`src/rtl/candgen_pkg.sv`:
```
// candgen_pkg: shared types and helpers for the radius candidate generator.
//   calc_awidth / calc_jw : derived digit and index widths
//   state_t / phase_t     : controller state and emission phase
//   cand_count            : rows in one candidate set for (J, A, free count, radius)
package candgen_pkg;

  typedef enum logic {ST_IDLE, ST_EMIT} state_t;
  typedef enum logic [1:0] {PH_BASE, PH_SINGLE, PH_PAIR} phase_t;

  function automatic int calc_awidth(input int a);
    return $clog2(a) + 1;
  endfunction

  function automatic int calc_jw(input int j);
    return $clog2(j) + 1;
  endfunction

  // 1 base row, F*(A-1) singles, C(F,2)*(A-1)^2 pairs, gated by radius.
  function automatic int cand_count(input int j, input int a, input int f, input int r);
    int ff;
    int n;
    ff = (f > j) ? j : f;
    n  = 1;
    if (r >= 1) n += ff * (a - 1);
    if (r >= 2) n += (ff * (ff - 1) / 2) * (a - 1) * (a - 1);
    return n;
  endfunction

endpackage

```
`src/rtl/candgen_pos_iter.sv`:
```
// candgen_pos_iter: finds the smallest free position after `from` (or at
// `from` when incl=1), where free means any position 0..J-1 except j_index.
//   from, incl, j_index : search start, inclusive flag, excluded position
//   nxt, none           : result position, and "no such position" flag
module candgen_pos_iter
  import candgen_pkg::*;
#(
  parameter int J  = 14,
  parameter int JW = 5
) (
  input  logic [JW-1:0] from,
  input  logic          incl,
  input  logic [JW-1:0] j_index,
  output logic [JW-1:0] nxt,
  output logic          none
);

  // Descending scan so the lowest qualifying position wins.
  always_comb begin
    nxt  = '0;
    none = 1'b1;
    for (int i = J - 1; i >= 0; i--) begin
      if (((incl && JW'(i) == from) || JW'(i) > from) && JW'(i) != j_index) begin
        nxt  = JW'(i);
        none = 1'b0;
      end
    end
  end

endmodule

```
`src/rtl/candidategen_radius.sv`:
```
// candidategen_radius: streams all candidates within Hamming radius 0/1/2 of
// a forced base vector (base register with one position pinned), never
// touching the pinned position. AXI-stream style output with backpressure.
//   clk, rst                          : clock, synchronous active-high reset
//   x_initial, x_initial_tvalid       : base vector load (IDLE only)
//   start_gen, J_index, A_value,      : start request, pinned position/value,
//   radius                            : radius 0, 1, 2/3
//   candidate_row, _tvalid, _tready,  : output stream
//   _tlast
//   busy, cfg_err                     : set in progress, rejected-start pulse
module candidategen_radius
  import candgen_pkg::*;
#(
  parameter  int J      = 14,
  parameter  int A      = 2,
  localparam int AWIDTH = calc_awidth(A),
  localparam int JW     = calc_jw(J)
) (
  input  logic                  clk,
  input  logic                  rst,
  input  logic [J*AWIDTH-1:0]   x_initial,
  input  logic                  x_initial_tvalid,
  input  logic                  start_gen,
  input  logic [JW-1:0]         J_index,
  input  logic [AWIDTH-1:0]     A_value,
  input  logic [1:0]            radius,
  output logic [J*AWIDTH-1:0]   candidate_row,
  output logic                  candidate_row_tvalid,
  input  logic                  candidate_row_tready,
  output logic                  candidate_row_tlast,
  output logic                  busy,
  output logic                  cfg_err
);

  typedef logic [J-1:0][AWIDTH-1:0] vec_t;
  typedef struct packed {
    phase_t            ph;
    logic [JW-1:0]     p;
    logic [JW-1:0]     q;
    logic [AWIDTH-1:0] k1;
    logic [AWIDTH-1:0] k2;
  } iter_t;

  localparam logic [AWIDTH-1:0] KMAX = AWIDTH'(A - 1);
  localparam logic [AWIDTH:0]   AMOD = (AWIDTH + 1)'(A);
  localparam logic [JW-1:0]     JLIM = JW'(J);

  state_t        state;
  vec_t          base_q, bvec, forced, row_n;
  iter_t         it, it_n;
  logic [JW-1:0] jidx_q, f0_q, f1_q, flast;
  int            ntot, cnt;

  logic          fixed_in, cfg_bad, adv, wrap, qend;
  logic [JW-1:0] iter_j, a_from, b_from, a_nxt, b_nxt;
  logic          a_incl, a_none, b_none;

  function automatic logic [AWIDTH-1:0] addmod(input logic [AWIDTH-1:0] d,
                                               input logic [AWIDTH-1:0] k);
    logic [AWIDTH:0] s;
    s = {1'b0, d} + {1'b0, k};
    if (s >= AMOD) s = s - AMOD;
    return s[AWIDTH-1:0];
  endfunction

  assign fixed_in = J_index < JLIM;
  assign cfg_bad  = fixed_in && (A_value >= AWIDTH'(A));
  assign adv      = candidate_row_tvalid && candidate_row_tready;
  assign wrap     = (it.k1 == KMAX) && (it.k2 == KMAX);
  // Highest free position is closed-form, so q's end is known without an iterator.
  assign flast    = (jidx_q == JW'(J - 1)) ? JW'(J - 2) : JW'(J - 1);
  assign qend     = it.q == flast;

  // In IDLE the iterators find the first two free positions for the pending
  // start; in EMIT a = next(p), b = next(q) or next(next(p)) when q wraps.
  assign iter_j = (state == ST_IDLE) ? J_index : jidx_q;
  assign a_from = (state == ST_IDLE) ? '0 : it.p;
  assign a_incl = (state == ST_IDLE);
  assign b_from = (state == ST_IDLE || qend) ? a_nxt : it.q;

  candgen_pos_iter #(.J(J), .JW(JW)) u_iter_p (
    .from(a_from), .incl(a_incl), .j_index(iter_j), .nxt(a_nxt), .none(a_none)
  );

  candgen_pos_iter #(.J(J), .JW(JW)) u_iter_q (
    .from(b_from), .incl(1'b0), .j_index(iter_j), .nxt(b_nxt), .none(b_none)
  );

  always_comb begin
    forced = base_q;
    for (int i = 0; i < J; i++)
      if (fixed_in && JW'(i) == J_index) forced[i] = A_value;
  end

  // Successor of the current iterator; running past the final row never
  // matters because the row counter ends the set.
  always_comb begin
    it_n = it;
    case (it.ph)
      PH_BASE: begin
        it_n.ph = PH_SINGLE;
        it_n.p  = f0_q;
        it_n.k1 = AWIDTH'(1);
      end
      PH_SINGLE: begin
        if (it.k1 != KMAX) begin
          it_n.k1 = it.k1 + 1'b1;
        end else if (!a_none) begin
          it_n.p  = a_nxt;
          it_n.k1 = AWIDTH'(1);
        end else begin
          it_n.ph = PH_PAIR;
          it_n.p  = f0_q;
          it_n.q  = f1_q;
          it_n.k1 = AWIDTH'(1);
          it_n.k2 = AWIDTH'(1);
        end
      end
      default: begin
        if (it.k2 != KMAX) begin
          it_n.k2 = it.k2 + 1'b1;
        end else begin
          it_n.k2 = AWIDTH'(1);
          if (it.k1 != KMAX) begin
            it_n.k1 = it.k1 + 1'b1;
          end else begin
            it_n.k1 = AWIDTH'(1);
            it_n.q  = b_nxt;
            if (qend) it_n.p = a_nxt;
          end
        end
      end
    endcase
  end

  always_comb begin
    row_n = bvec;
    for (int i = 0; i < J; i++) begin
      if (it_n.ph != PH_BASE && JW'(i) == it_n.p) row_n[i] = addmod(bvec[i], it_n.k1);
      if (it_n.ph == PH_PAIR && JW'(i) == it_n.q) row_n[i] = addmod(bvec[i], it_n.k2);
    end
  end

  always_ff @(posedge clk) begin
    if (rst) begin
      state                <= ST_IDLE;
      base_q               <= '0;
      bvec                 <= '0;
      it                   <= '0;
      jidx_q               <= '0;
      f0_q                 <= '0;
      f1_q                 <= '0;
      ntot                 <= 0;
      cnt                  <= 0;
      candidate_row        <= '0;
      candidate_row_tvalid <= 1'b0;
      candidate_row_tlast  <= 1'b0;
      busy                 <= 1'b0;
      cfg_err              <= 1'b0;
    end else begin
      cfg_err <= 1'b0;
      case (state)
        ST_IDLE: begin
          if (x_initial_tvalid) base_q <= x_initial;
          if (start_gen) begin
            if (cfg_bad) begin
              cfg_err <= 1'b1;
            end else begin
              state                <= ST_EMIT;
              bvec                 <= forced;
              jidx_q               <= J_index;
              f0_q                 <= a_nxt;
              f1_q                 <= b_nxt;
              it                   <= '0;
              ntot                 <= cand_count(J, A, fixed_in ? J - 1 : J, int'(radius));
              cnt                  <= 1;
              candidate_row        <= forced;
              candidate_row_tvalid <= 1'b1;
              candidate_row_tlast  <= (radius == 2'd0);
              busy                 <= 1'b1;
            end
          end
        end
        ST_EMIT: begin
          if (adv) begin
            if (candidate_row_tlast) begin
              state                <= ST_IDLE;
              candidate_row_tvalid <= 1'b0;
              candidate_row_tlast  <= 1'b0;
              busy                 <= 1'b0;
            end else begin
              it                  <= it_n;
              candidate_row       <= row_n;
              cnt                 <= cnt + 1;
              candidate_row_tlast <= (cnt + 1 == ntot);
            end
          end
        end
        default: state <= ST_IDLE;
      endcase
    end
  end

  // A pair row that wraps q must always have a further p and q available.
  ap_pair_adv: assert property (@(posedge clk) disable iff (rst)
    (state == ST_EMIT && adv && !candidate_row_tlast && it.ph == PH_PAIR && wrap && qend)
      |-> (!a_none && !b_none));

  ap_cnt: assert property (@(posedge clk) disable iff (rst)
    (state == ST_EMIT) |-> (cnt >= 1 && cnt <= ntot));

endmodule
```
`config.mk`:
```
export PLATFORM = sky130hd
export DESIGN_NAME = candidategen_radius
export DESIGN_NICKNAME = d
export VERILOG_FILES = /design/src/rtl/candgen_pkg.sv /design/src/rtl/candgen_pos_iter.sv /design/src/rtl/candidategen_radius.sv
export SDC_FILE = /design/constraint.sdc
export NUM_CORES = 1
export LEC_CHECK = 0
export BUFFER_PORTS_ARGS = -buffer_cell sky130_fd_sc_hd__clkbuf_2
export CORE_ASPECT_RATIO = 1.5
export CORE_MARGIN = 2
export CORE_UTILIZATION = 41
export DETAILED_ROUTE_END_ITERATION = 6
export GPL_TIMING_DRIVEN = 0
export SYNTH_ARGS = -nofsm -noshare
export SYNTH_HDL_FRONTEND = slang
export SYNTH_SLANG_ARGS = --single-unit
```
`constraint.sdc`:
```
create_clock -name clk -period 5.6 [get_ports clk]
set_input_delay 0 -clock clk [delete_from_list [all_inputs] [get_ports clk]]
set_output_delay 0 -clock clk [all_outputs]
set_load 0.005 [all_outputs]
```
# Word-level counts from Yosys, hierarchy flattened
# Cells that the tools add are included.
# W data, S select, Z words.
[op_classes] add_sub_neg=63 n_mul=1 magnitude_cmp=61 n_eq_ne=77 n_mux=171 n_bitwise=4 reduce_logical=115
[ops] op="$mux W32" n=9
[ops] op="$mux W2" n=77
[ops] op="$eq A4 B5 Y1 const A" n=24
[ops] op="$mux W28" n=4
[ops] op="$mux W4" n=28
[ops] op="$logic_and A1 B1 Y1" n=86
[ops] op="$add A2 B2 Y3" n=28
[ops] op="$ge A3 B2 Y1 const B" n=28
[ops] op="$eq A3 B5 Y1 const A" n=16
[ops] op="$mux W16" n=4
[ops] op="$pmux W32 S2" n=1
[ops] op="$gt A4 B5 Y1 const A" n=12
[ops] op="$pmux W28 S2" n=1
[ops] op="$sub A2 B2 Y2 const B" n=28
[ops] op="$eq A2 B5 Y1 const A" n=8
[ops] op="$gt A3 B5 Y1 const A" n=8
[ops] op="$mux W5" n=7
[ops] op="$add A32 B1 Y32" n=1
[ops] op="$add A32 B2 Y32 const B" n=1
[ops] op="$add A32 B32 Y32" n=1
[ops] op="$eq A32 B32 Y1" n=1
[ops] op="$pmux W16 S2" n=1
[ops] op="$ne A4 B5 Y1 const A" n=6
[ops] op="$mux W1" n=28
[ops] op="other kinds (36)" n=84
[word_totals] ff_bits=183 in_bits=42 out_inout_bits=32 word_cells=535

# Logic depth before layout (Yosys ltp)
# Gate-level depths: netlist of run 1.
[logic_depth] depth_word=47 mapped_depth=17 mapped_depth_nobuf=14

# Modules after synthesis
# From an unflattened synthesis of run 1, not the netlist that was laid out.
[unflattened] hier_cells=1455 hier_area_um2=11124.4
[modules_own_cells] mod="candidategen_radius" instances=1 cells_each=1287 area_per_inst_um2=10008.3 seq_area_each_um2=3163.0
[modules_own_cells] mod="candgen_pos_iter" instances=2 cells_each=84 area_per_inst_um2=558.0 seq_area_each_um2=0.0

# Worst setup path after synthesis of run 1
# Ideal clock, no wire load.
[synth_timing] path_type="register -> register" from="register state" to="register candidate_row[15]" setup_time_ns=0.117 t_arrival_ns=3.791 required_time_ns=5.483 setup_slack_ns=1.691 path_stages_with_launch=16 path_buffers=3 period_less_slack_ns=3.909 path_cell_list="dfxtp_1 -> buf_6 -> buf_4 -> and4bb_1 -> o2111ai_1 -> a21boi_1 -> clkbuf_1 -> nor3_1 -> a31oi_1 -> ha_1 -> inv_1 -> fa_1 -> inv_1 -> o21ai_0 -> mux2_1 -> a32o_1"
[synth_via] elab_chain_cells=45 word_cells_on_any_way=192 classes_between="add/sub (2); order compare (29); eq/ne (33); mux (64); bitwise (1); reduce/logical (63)"
[synth_rtl] element="from (decl)" line_no="candidategen_radius.sv:48" rtl="state_t state;"
[synth_rtl] element="from (signal assigned)" line_no="candidategen_radius.sv:146" rtl="state <= ST_IDLE;"
[synth_rtl] element="from (signal assigned)" line_no="candidategen_radius.sv:169" rtl="state <= ST_EMIT;"
[synth_rtl] element="from (signal assigned)" line_no="candidategen_radius.sv:187" rtl="state <= ST_IDLE;"
[synth_rtl] element="branches (longest 45 deep; another with $gt A4 B5 Y1)"
[synth_rtl] element="to (signal assigned)" line_no="candidategen_radius.sv:177" rtl="candidate_row <= forced;"
[synth_rtl] element="to (signal assigned)" line_no="candidategen_radius.sv:193" rtl="candidate_row <= row_n;"
[synth_rtl] element="to (decl)" line_no="candidategen_radius.sv:27" rtl="output logic [J*AWIDTH-1:0] candidate_row,"
# Several ways; the timed one is not identified. The select of a mux whose other input is x is not followed.
# A chain may end at the register's enable or synchronous reset.

# Final worst setup path of run 1
[layout_timing] from="register jidx_q[2]" to="register candidate_row[1]"
[layout_via] elab_chain_cells=43 word_cells_on_any_way=132 classes_between="add/sub (2); order compare (15); eq/ne (16); mux (64); reduce/logical (35)"
[layout_rtl] element="from (decl)" line_no="candidategen_radius.sv:51" rtl="logic [JW-1:0] jidx_q, f0_q, f1_q, flast;"
[layout_rtl] element="from (signal assigned)" line_no="candidategen_radius.sv:171" rtl="jidx_q <= J_index;"
[layout_rtl] element="$mux W5" line_no="candidategen_radius.sv:76" rtl="assign iter_j = (state == ST_IDLE) ? J_index : jidx_q;"
[layout_rtl] element="$ne A4 B5 Y1" line_no="candgen_pos_iter.sv:23" rtl="if (((incl && JW'(i) == from) || JW'(i) > from) && JW'(i) != j_index) begin"
[layout_rtl] element="$logic_and A1 B1 Y1" line_no="candgen_pos_iter.sv:23"
[layout_rtl] element="$mux W4 (14 in a row)" line_no="candgen_pos_iter.sv:23"
[layout_rtl] element="$mux W5" line_no="candidategen_radius.sv:79" rtl="assign b_from = (state == ST_IDLE || qend) ? a_nxt : it.q;"
[layout_rtl] element="$gt A4 B5 Y1" line_no="candgen_pos_iter.sv:23"
[layout_rtl] element="$logic_and A1 B1 Y1" line_no="candgen_pos_iter.sv:23"
[layout_rtl] element="$mux W4 (14 in a row)" line_no="candgen_pos_iter.sv:23"
[layout_rtl] element="$mux W10" line_no="candidategen_radius.sv:124" rtl="if (it.k1 != KMAX) begin"
[layout_rtl] element="$mux W12" line_no="candidategen_radius.sv:120" rtl="if (it.k2 != KMAX) begin"
[layout_rtl] element="$pmux W5 S2" line_no="candidategen_radius.sv:99" rtl="case (it.ph)"
[layout_rtl] element="$logic_not A5 Y1" line_no="candidategen_radius.sv:140" rtl="if (it_n.ph == PH_PAIR && JW'(i) == it_n.q) row_n[i] = addmod(bvec[i], it_n.k2);"
[layout_rtl] element="$logic_and A1 B1 Y1" line_no="candidategen_radius.sv:140"
[layout_rtl] element="$mux W2 (*)" line_no="candidategen_radius.sv:140"
[layout_rtl] element="$mux W28 (*)" line_no="candidategen_radius.sv:186" rtl="if (candidate_row_tlast) begin"
[layout_rtl] element="$mux W28 (*)" line_no="candidategen_radius.sv:185" rtl="if (adv) begin"
[layout_rtl] element="$pmux W28 S2 (*)" line_no="candidategen_radius.sv:162" rtl="case (state)"
# Mark *: on every way between the ends. The rest lies on a longest branch, timed or not. The select of a mux whose other input is x is not followed.

==> results.yml, run 1 <==
floorplan:
  floorplan.initialDensity: 0.418
  die-height_microns: 203
  die_area_sq_um: 27800
  ioPinCount: 74
  core_area_sq_um: 25900
  rows: 72
  die_x_microns: 137
placement:
  port_buffers: 72
  hpwl_microns: 30900
  placed_cell_area_sq_um: 11700
  pre_cts_ws_ns: 0.932
  place.gp.congestion: 0.959
synth:
  synth_top_area_cell: "dfxtp_1"
  netlist_instances: 1417
  netlist_area_sq_um: 10900
  yosys.area_share.simple: 0.273
  synth-seq-cells: 156
  syn_nets: 1517
  synth.distinct_cells: 88
  synth_common_cells: "nand2_1 (181), dfxtp_1 (156), nor2_1 (151)"
  ys_seq_area_frac: 0.288
  synthXorXnorAreaFrac: 0.0153
  synth.area.mux_share: 0.0548
  synth_adder_area_share: 0.0862
  yosysWarnings: 0
  yosysMostFrequentCell: "nand2_1"
  synth_top_area_share: 0.288
  synth_flop_cell: "dfxtp_1"
  synth_compound_area_frac: 0.224
  synth_top_family_by_area: "simple AND/OR/NAND/NOR gates"
  synth-edff-count: 0
  synth.avg_cell_area_sq_um: 7.66
  ys_async_sr_fraction: 0
  yosys-top-cells-area: "dfxtp_1 (29%), nand2_1 (6.3%), a21oi_1 (6.0%)"
cells_and_area:
  final_nets: 1642
  layout-drive-gt1-share: 0.113
  area_delta_synth_final_pct: 16.4
  finish.instance_area_sq_um: 12600
  n_antenna_cell: 0
job:
  drv_cap: 0
worst_setup_path:
  cp-end-kind: "register"
  slowest_stage: "nor3b_1"
  crit_buf_inv: 2
  critPathMaxStageDelay_ns: 0.63
  cp_cell_sequence: "clkbuf_1 -> and4b_1 -> o22ai_1 -> a22oi_2 -> nand4_1 -> nand2_1 -> buf_2 -> nand3_1 -> nor3b_1 -> o21ai_0 -> o31ai_4 -> nor2b_1 -> nand3b_1 -> mux2_1 -> a32o_1"
  critPathMaxFanout: 10
  required_ns: 5.93
  critPathLaunchType: "register"
  crit_family: "simple AND/OR/NAND/NOR gates"
  crit_type: "register to register"
  crit_arrival_ns: 5.24
global_routing:
  grt_overflow: 0
  antenna_found_initial: 0
  grt_usage: 0.298
  grt_pass1_vias: 10900
  grt_max_degree: 17
  grt_pass1_wl_microns: 61900
status:
  outcome: "complete, no violations"
clock_network:
  cts_root_buf: "clkbuf_16"
  ctsResizeCount: 0
  cts.sinks: 156
  numCtsBuffers: 17
  clk_pin_slew_ns: 0.06
  cts_tree: "done"
  clockBufferDepth: 2
  cts_max_level: 4
  clk_latency_ns: 0.45
routing:
  remaining_drc_errors: 0
  vias: 11300
  wire_per_inst_microns: 21.8
  antenna_left: 0
  routed_wl_microns: 41100
  drt-initial-drc-count: 758
  vias_per_cell: 5.98
  dr.pass1.iters: 5
sta:
  setup_viol: 0
  finalSetupTns_ns: 0
  max_freq_mhz: 204
  maxSlewViolCount: 0
  period_share: 0.877
  fin_crit_ns: 4.91
  finalHoldViolCount: 0
  setup_slack_ns: 0.689
  rsz0062_at_grt: "false"
  skew_ns: 0.0126
  slew_headroom: 0.207
  hold_ws_ns: 0.0330
  tightest_slew_ns: 1.19
power_and_ir_drop:
  power.density_nw_per_um2: 231
  finalPower_mw: 2.92
  ir_drop_v: 0.000254
  p_leak_nw: 4.72
worst_hold_path:
  hold_path_class: "input pin to register"
## metal layers
metal / wire [microns] / part of all wire / track usage / vias to the layer above
li1: - / - / - / 5321
met1: 15000 / 0.36 / 0.306 / 5439
met2: 20600 / 0.50 / 0.528 / 373
met3: 1950 / 0.047 / 0.0495 / 149
met4: 3560 / 0.087 / 0.229 / 0
met5: 0 / 0 / 0 / -
## final timing paths
kind	start	to	slack, ns	depth (start not counted)
worst max-delay path	jidx_q[2]$_SDFFE_PP0P_	candidate_row[1]$_SDFFE_PP0P_	0.69	15
worst min-delay path	J_index[3]	jidx_q[3]$_SDFFE_PP0P_	0.03	4
worst max register to register	jidx_q[2]$_SDFFE_PP0P_	candidate_row[1]$_SDFFE_PP0P_	0.69	15
worst min register to register	base_q[26]$_SDFFE_PP0P_	base_q[26]$_SDFFE_PP0P_	0.46	2
## state kept, by name (all words and copies together) (netlist names)
signal,cells
it,16
cfg_err,1
jidx_q,5
busy,1
base_q,28
ntot,7
cnt,32
f0_q,4
state,1
f1_q,4
candidate_row_tlast,1
bvec,28
candidate_row,28
## power by group
| part | total, mW | switching [mW] | leakage [nW] | internal, mW |
|---|---|---|---|---|
| logic | 0.437 | 0.288 | 3.14 | 0.148 |
| registers | 1.19 | 0.0347 | 1.27 | 1.15 |
| clock network | 1.30 | 0.503 | 0.312 | 0.794 |
## metrics by stage
step	util	std cells
3_5_place_dp	0.449	1823
6_report	0.487	1888
5_1_grt	0.487	1888
2_1_floorplan	-	1417
4_1_cts	0.487	1888
3_3_place_gp	0.448	1822
## timing repair
action                                 in CTS  in global routing
hold buffers                               33                  0
setup buffers                               0                  0
endpoints found under the hold margin      37                  0
## cells by family (layout without fill, tap and decap cells)
family                   count (synthesis)  count (layout)
AND/OR/NAND/NOR                        586             586
AO/OA/AOI/OAI                          382             382
buffers and inverters                  159             297
flip-flops                             156             156
XOR/XNOR                                19              19
multiplexers                            57              57
adder cells (fa/ha/maj)                 58              58
## cell type report
cell class	instances	area, sq um
clock buffer	18	429
timing repair buffer	106	706
inverter	62	233
clock inverter	14	218
buffer	97	412
multi-input combinational	1102	7090
sequential	156	3120
tap	333	417
fill	2636	13300
## placed cells by master, fill, tap and decap left out, types with 10 or more instances in the layout
master / instances
mux2i_1: 38
nor2_1: 151
clkbuf_2: 72
and2_1: 16
fa_1: 28
nand4_1: 10
nor3_1: 23
and3_1: 24
buf_2: 17
o22ai_1: 29
a211oi_1: 16
dlygate4sd3_1: 33
mux2_2: 15
nand2_1: 181
nor3b_1: 11
nand3_1: 54
nor2b_1: 17
or3_1: 16
inv_1: 62
nand2b_1: 13
a21oi_1: 131
a22oi_1: 15
clkbuf_1: 71
o21ai_1: 10
ha_1: 30
o211ai_1: 11
nor4_1: 15
xnor2_1: 14
o21ai_0: 66
a31oi_1: 30
clkbuf_16: 17
dfxtp_1: 156
## worst register-to-register path, cell delays in order, from the launching register on
cell and delay [ns]:
dfxtp_1 0.32, clkbuf_1 0.35, and4b_1 0.28, o22ai_1 0.24
a22oi_2 0.47, nand4_1 0.33, nand2_1 0.17, buf_2 0.22
nand3_1 0.14, nor3b_1 0.63, o21ai_0 0.29, o31ai_4 0.19
nor2b_1 0.37, nand3b_1 0.19, mux2_1 0.37, a32o_1 0.25
Power figures use the tool's default switching activity.
==> inputs of run 2 (changes only) <==
Settings changed: CORE_ASPECT_RATIO 1.5 to not set.
==> run 2 against run 1 <==
  * Via count down 1.1%
  * Highest routed layer unchanged
  * Clock-buffer cell count shrank 1
  * Hold slack worse by 0.0082 ns
  * Routed wire length decreased by 6.8%
  * Utilization down 0.44 points
  * Fmax increased by 5.2%
  * Register-to-register slack better by 0.24 ns
==> results.yml, run 2 (synthesis gave the netlist of run 1 again) <==
floorplan:
  ioPinCount: 74
  floorplan.initialDensity: 0.417
  core_area_sq_um: 26100
  die-height_microns: 167
  die_x_microns: 167
  die_area_sq_um: 27800
  rows: 59
sta:
  rsz0062_at_grt: "false"
  slew_headroom: 0.218
  finalSetupTns_ns: 0
  max_freq_mhz: 214
  finalHoldViolCount: 0
  setup_slack_ns: 0.932
  setup_viol: 0
  fin_crit_ns: 4.67
  period_share: 0.834
  skew_ns: 0.0119
  tightest_slew_ns: 1.17
  maxSlewViolCount: 0
clock_network:
  ctsResizeCount: 0
  cts.sinks: 156
  cts_root_buf: "clkbuf_16"
  clockBufferDepth: 2
  cts_hold_buf: 32
  clk_latency_ns: 0.44
  cts_max_level: 4
  postCtsSetupRepairBufs: 0
  numCtsBuffers: 17
  cts_tree: "done"
  clk_pin_slew_ns: 0.07
placement:
  dp.cells: 1825
  place.gp.congestion: 0.939
  placed_cell_area_sq_um: 11700
  hpwl_microns: 28400
  pre_cts_ws_ns: 1.06
  port_buffers: 72
power_and_ir_drop:
  power.switching_mw: 0.850
  switching_share: 0.301
  clkPwrFrac: 0.428
  combinationalPowerShare: 0.152
  power.density_nw_per_um2: 225
  sequentialPowerShare: 0.420
  ir_drop_v: 0.000230
  internal_power_mw: 1.97
  p_leak_nw: 4.69
job:
  drv_cap: 0
worst_setup_path:
  worst-r2r-setup-slack_ns: 0.93
  reg2reg_depth: 15
  crit_end: "candidate_row[1]$_SDFFE_PP0P_"
  critPathLaunchType: "register"
  r2r_end: "candidate_row[1]$_SDFFE_PP0P_"
  crit_arrival_ns: 5.00
  required_ns: 5.93
  cp-end-kind: "register"
  reg2reg_from: "state$_SDFF_PP0_"
  critPathMaxFanout: 10
  crit_path_start: "state$_SDFF_PP0_"
  crit_type: "register to register"
global_routing:
  grt_usage: 0.272
  grt_overflow: 0
  grt_max_degree: 17
  grt_pass1_vias: 10400
  grt_pass1_wl_microns: 59200
  antenna_found_initial: 0
cells_and_area:
  n_antenna_cell: 0
  regMostFlops: "cnt"
  final_common_cell: "nand2_1"
  finish.instance_area_sq_um: 12600
  final_cell_mix: "nand2_1 (181), dfxtp_1 (156), nor2_1 (151), a21oi_1 (131), clkbuf_2 (72)"
  layout-drive-gt1-share: 0.114
  largest_register_ffs: 32
  final_nets: 1641
  fin_cells: 1889
  area_delta_synth_final_pct: 15.8
  utilization: 0.482
routing:
  vias_per_cell: 5.91
  antenna_left: 0
  vias: 11200
  remaining_drc_errors: 0
  dr.pass1.iters: 5
  drt-initial-drc-count: 1195
  wire_per_inst_microns: 20.3
  routed_wl_microns: 38300
status:
  outcome: "complete, no violations"
worst_hold_path:
  holdPathStages: 4
  hold_path_class: "input pin to register"
==> run 2: changes by cell type in the layout (fill, tap and decap cells not counted) <==
cell / before / now
inv_6: 1 / 7
buf_6: 2 / 3
clkinv_2: 3 / 1
inv_8: 1 / 2
clkinv_4: 2 / 1
dlygate4sd3_1: 33 / 32
clkbuf_1: 71 / 70
buf_8: 1 / 0
bufinv_16: 5 / 2
==> run 2: final cells by class <==
| cell class | count | area, sq um |
|---|---|---|
| buffer | 97 | 412 |
| multi-input combinational | 1102 | 7090 |
| tap | 335 | 419 |
| timing repair buffer | 105 | 692 |
| clock buffer | 17 | 425 |
| inverter | 62 | 233 |
| clock inverter | 15 | 173 |
| fill | 2585 | 13500 |
| sequential | 156 | 3120 |
==> run 2: critical path: stages, from the launching register on <==
cell	delay (ns)
dfxtp_1	0.38
buf_6	0.18
buf_4	0.18
nor3b_1	0.42
o22ai_1	0.22
o211ai_1	0.13
o211ai_1	0.14
a211oi_2	0.46
o21ai_4	0.17
o31ai_1	0.40
a31oi_1	0.11
o31ai_2	0.71
nor2b_1	0.21
nand3b_1	0.22
mux2_1	0.37
a32o_1	0.25
==> run 2: stage by stage <==
step / hold WS [ns] / power, mW
floorplan: 0.136 / 1.45
global placement: 0.226 / 1.61
detailed placement: 0.230 / 1.61
CTS: 0.00945 / 2.82
global route: 0.0265 / 2.93
finish: 0.0248 / 2.82
==> run 2: worst min-delay path by stage <==
stage / slack (ns) / to / startpoint
CTS: 0.009 / jidx_q[3]$_SDFFE_PP0P_ / J_index[3]
global placement: 0.23 / base_q[26]$_SDFFE_PP0P_ / x_initial[26]
global route: 0.03 / jidx_q[3]$_SDFFE_PP0P_ / J_index[3]
floorplan: 0.14 / base_q[17]$_SDFFE_PP0P_ / x_initial[17]
detailed placement: 0.23 / base_q[1]$_SDFFE_PP0P_ / x_initial[1]
finish: 0.02 / jidx_q[3]$_SDFFE_PP0P_ / J_index[3]
==> run 2: routing by layer <==
metal  routed length, microns  track usage  up-vias  share of wire
met2                    17100        0.431      478           0.45
met1                    17000        0.376     5289           0.44
li1                         -            -     5318              -
met3                     2980       0.0447       78          0.078
met5                        0            0        -              0
met4                     1210       0.0963        0          0.031
==> run 2: power groups by stage <==
stage	Clock, mW	Sequential [mW]	Combinational, mW
CTS	1.22	1.18	0.420
detailed placement	0	1.21	0.400
floorplan	0	1.20	0.255
global route	1.27	1.19	0.466
global placement	0	1.21	0.396
finish	1.21	1.19	0.428
==> inputs of run 3 (changes only) <==
Settings changed: ABC_AREA set to 1.
Clock period 5.6 ns to 4.5 ns, I/O delays scaled along.
==> run 3 against run 2 <==
  * Cell area shrank 4.0%
  * Via count shrank 6.6%
  * Clock-buffer cell count is the same
  * Utilization grew 1.1 points
  * Register-to-register slack lost 0.54 ns
  * Cell count grew 6.5%
  * Critical endpoint is now candidate_row[7]$_SDFFE_PP0P_
==> results.yml, run 3 <==
synth:
  ys_seq_area_frac: 0.304
  yosysMostFrequentCell: "nand2_1"
  synth-seq-cells: 156
  ys_async_sr_fraction: 0
  netlist_instances: 1546
  syn_nets: 1646
  synth.distinct_cells: 54
  synth-edff-count: 0
  yosys-top-cells-area: "dfxtp_1 (30%), nand2_1 (14%), nor2_1 (7.1%)"
  synth_flop_cell: "dfxtp_1"
  synth.avg_cell_area_sq_um: 6.66
  synth_top_area_share: 0.304
  synth_common_cells: "nand2_1 (384), nor2_1 (195), inv_1 (188)"
  netlist_area_sq_um: 10300
  synth_top_area_cell: "dfxtp_1"
  yosysWarnings: 0
sta:
  period_share: 0.913
  slew_headroom: 0.355
  skew_ns: 0.0138
  finalHoldViolCount: 0
  setup_viol: 0
  finalSetupTns_ns: 0
  fin_crit_ns: 4.11
  maxSlewViolCount: 0
  setup_slack_ns: 0.391
  tightest_slew_ns: 0.966
  max_freq_mhz: 243
  rsz0062_at_grt: "false"
worst_hold_path:
  hold_path_class: "input pin to register"
  holdPathStages: 5
  min_from: "x_initial_tvalid"
  worstHoldEndpoint: "base_q[24]$_SDFFE_PP0P_"
cells_and_area:
  layout-drive-gt1-share: 0.109
  final_nets: 1776
  final_cell_mix: "nand2_1 (384), nor2_1 (193), inv_1 (188), dfxtp_1 (156), a21oi_1 (130)"
  n_antenna_cell: 0
  final_common_cell: "nand2_1"
  n_fill_cell: 2543
  area_delta_synth_final_pct: 17.3
  regMostFlops: "cnt"
  largest_register_ffs: 32
  fin_cells: 2012
  finish.instance_area_sq_um: 12100
floorplan:
  die_x_microns: 162
  floorplan.initialDensity: 0.421
  ioPinCount: 74
  core_area_sq_um: 24500
  rows: 57
  die-height_microns: 162
  die_area_sq_um: 26400
worst_setup_path:
  crit_type: "register to register"
  reg2reg_from: "state$_SDFF_PP0_"
  critPathMaxFanout: 10
  required_ns: 4.86
  worst-r2r-setup-slack_ns: 0.39
  critPathLaunchType: "register"
  crit_arrival_ns: 4.46
  reg2reg_depth: 21
  cp-end-kind: "register"
  r2r_end: "candidate_row[7]$_SDFFE_PP0P_"
placement:
  placed_cell_area_sq_um: 11100
  port_buffers: 72
  hpwl_microns: 26300
  dp.cells: 1944
  place.gp.congestion: 0.938
  pre_cts_ws_ns: 0.173
clock_network:
  cts_max_level: 4
  clockBufferDepth: 2
  numCtsBuffers: 17
  cts.sinks: 156
  clk_pin_slew_ns: 0.07
  clk_latency_ns: 0.43
  cts_root_buf: "clkbuf_16"
  cts_tree: "done"
global_routing:
  grt_pass1_vias: 9907
  antenna_found_initial: 0
  grt_usage: 0.262
  grt_pass1_wl_microns: 53300
  grt_overflow: 0
  grt_max_degree: 17
routing:
  wire_per_inst_microns: 16.9
  dr.pass1.iters: 6
  vias: 10400
  routed_wl_microns: 34000
  remaining_drc_errors: 0
  antenna_left: 0
  vias_per_cell: 5.18
  drt-initial-drc-count: 715
power_and_ir_drop:
  p_leak_nw: 4.89
  ir_drop_v: 0.000244
  power.density_nw_per_um2: 300
status:
  outcome: "complete, no violations"
job:
  drv_cap: 0
run 3: cell types whose count changed in the layout (fill, tap and decap cells not counted), moves of 17 or more:
cell,change
clkbuf_1,-27
o21ai_0,+34
a31oi_1,-28
mux2i_1,-25
buf_2,-17
nor2b_1,-17
nor2_1,+42
xor2_1,+17
inv_1,+126
nand2_1,+203
and3_1,-24
run 3: area by class of cell:
cell class / count / area [sq um] / area share
Tap cell: 324 / 405 / 0.0336
Sequential cell: 156 / 3120 / 0.259
Clock inverter: 14 / 159 / 0.0132
Buffer: 54 / 229 / 0.0190
Inverter: 206 / 776 / 0.0643
Timing Repair Buffer: 111 / 757 / 0.0627
Clock buffer: 17 / 425 / 0.0353
Multi-Input combinational cell: 1130 / 6190 / 0.513
run 3: cell families (layout without fill, tap and decap cells):
| logic type | Yosys count | after routing | synth area share |
|---|---|---|---|
| DFF | 156 | 156 | 0.304 |
| buffers and inverters | 260 | 402 | 0.0976 |
| adders and majority gates | 58 | 58 | 0.0910 |
| muxes | 13 | 13 | 0.0126 |
| xor gates and xnor gates | 25 | 25 | 0.0213 |
| and+or+nand+nor | 733 | 733 | 0.312 |
| AOI/OAI and AO/OA | 301 | 301 | 0.162 |
run 3: worst max-delay path: stages (launching register included):
cell and delay (ns):
dfxtp_1 0.36, buf_4 0.21, nand2_1 0.09, nand2_2 0.12
nand3_2 0.15, nor2_1 0.19, o21ai_2 0.13, nor2_1 0.24
inv_1 0.19, nor2_2 0.30, nor3_1 0.13, a31oi_4 0.40
buf_8 0.21, ha_1 0.15, inv_1 0.05, fa_1 0.47
inv_1 0.04, nor2_1 0.09, nand4_1 0.10, nand3_1 0.11
nand2_1 0.14, a21oi_1 0.14
run 3: worst max-delay path by stage:
stage	start	end	slack, ns	cells after the start
after floorplan	state$_SDFF_PP0_	candidate_row[23]$_SDFFE_PP0P_	0.86	20
after detailed placement	state$_SDFF_PP0_	candidate_row[27]$_SDFFE_PP0P_	0.17	18
after global placement	state$_SDFF_PP0_	candidate_row[7]$_SDFFE_PP0P_	-0.70	20
after global routing	cnt[0]$_SDFFE_PP0P_	candidate_row_tlast$_SDFFE_PP0P_	0.0009	24
final	state$_SDFF_PP0_	candidate_row[7]$_SDFFE_PP0P_	0.39	21
after CTS	state$_SDFF_PP0_	candidate_row[27]$_SDFFE_PP0P_	0.15	18
run 3: where the power goes:
part           internal [mW]  leakage (nW)  switching, mW
combinational          0.212          3.34          0.447
sequential              1.45          1.27         0.0468
clock                  0.826         0.275          0.639
total                   2.49          4.89           1.13
run 3: timing repair:
action,in CTS,in global routing
endpoints found under the setup margin,0,14
hold buffers,37,0
buffers inserted,0,0
endpoints found under the hold margin,41,0
resized for setup,0,4
run 3: routing by layer:
| metal | GRT usage | up-vias | part of all wire |
|---|---|---|---|
| met5 | 0 | - | 0 |
| li1 | - | 5252 | - |
| met4 | 0.0889 | 0 | 0.025 |
| met1 | 0.360 | 4818 | 0.47 |
| met2 | 0.413 | 306 | 0.44 |
| met3 | 0.0481 | 49 | 0.068 |
run 3: metrics by stage:
| step | hold WS (ns) | utilization | total power, mW |
|---|---|---|---|
| floorplan | 0.139 | - | 1.93 |
| global placement | 0.254 | 0.452 | 2.14 |
| detailed placement | 0.259 | 0.454 | 2.15 |
| CTS | 0.00488 | 0.493 | 3.63 |
| global route | 0.0473 | 0.493 | 3.78 |
| finish | 0.0140 | 0.493 | 3.63 |
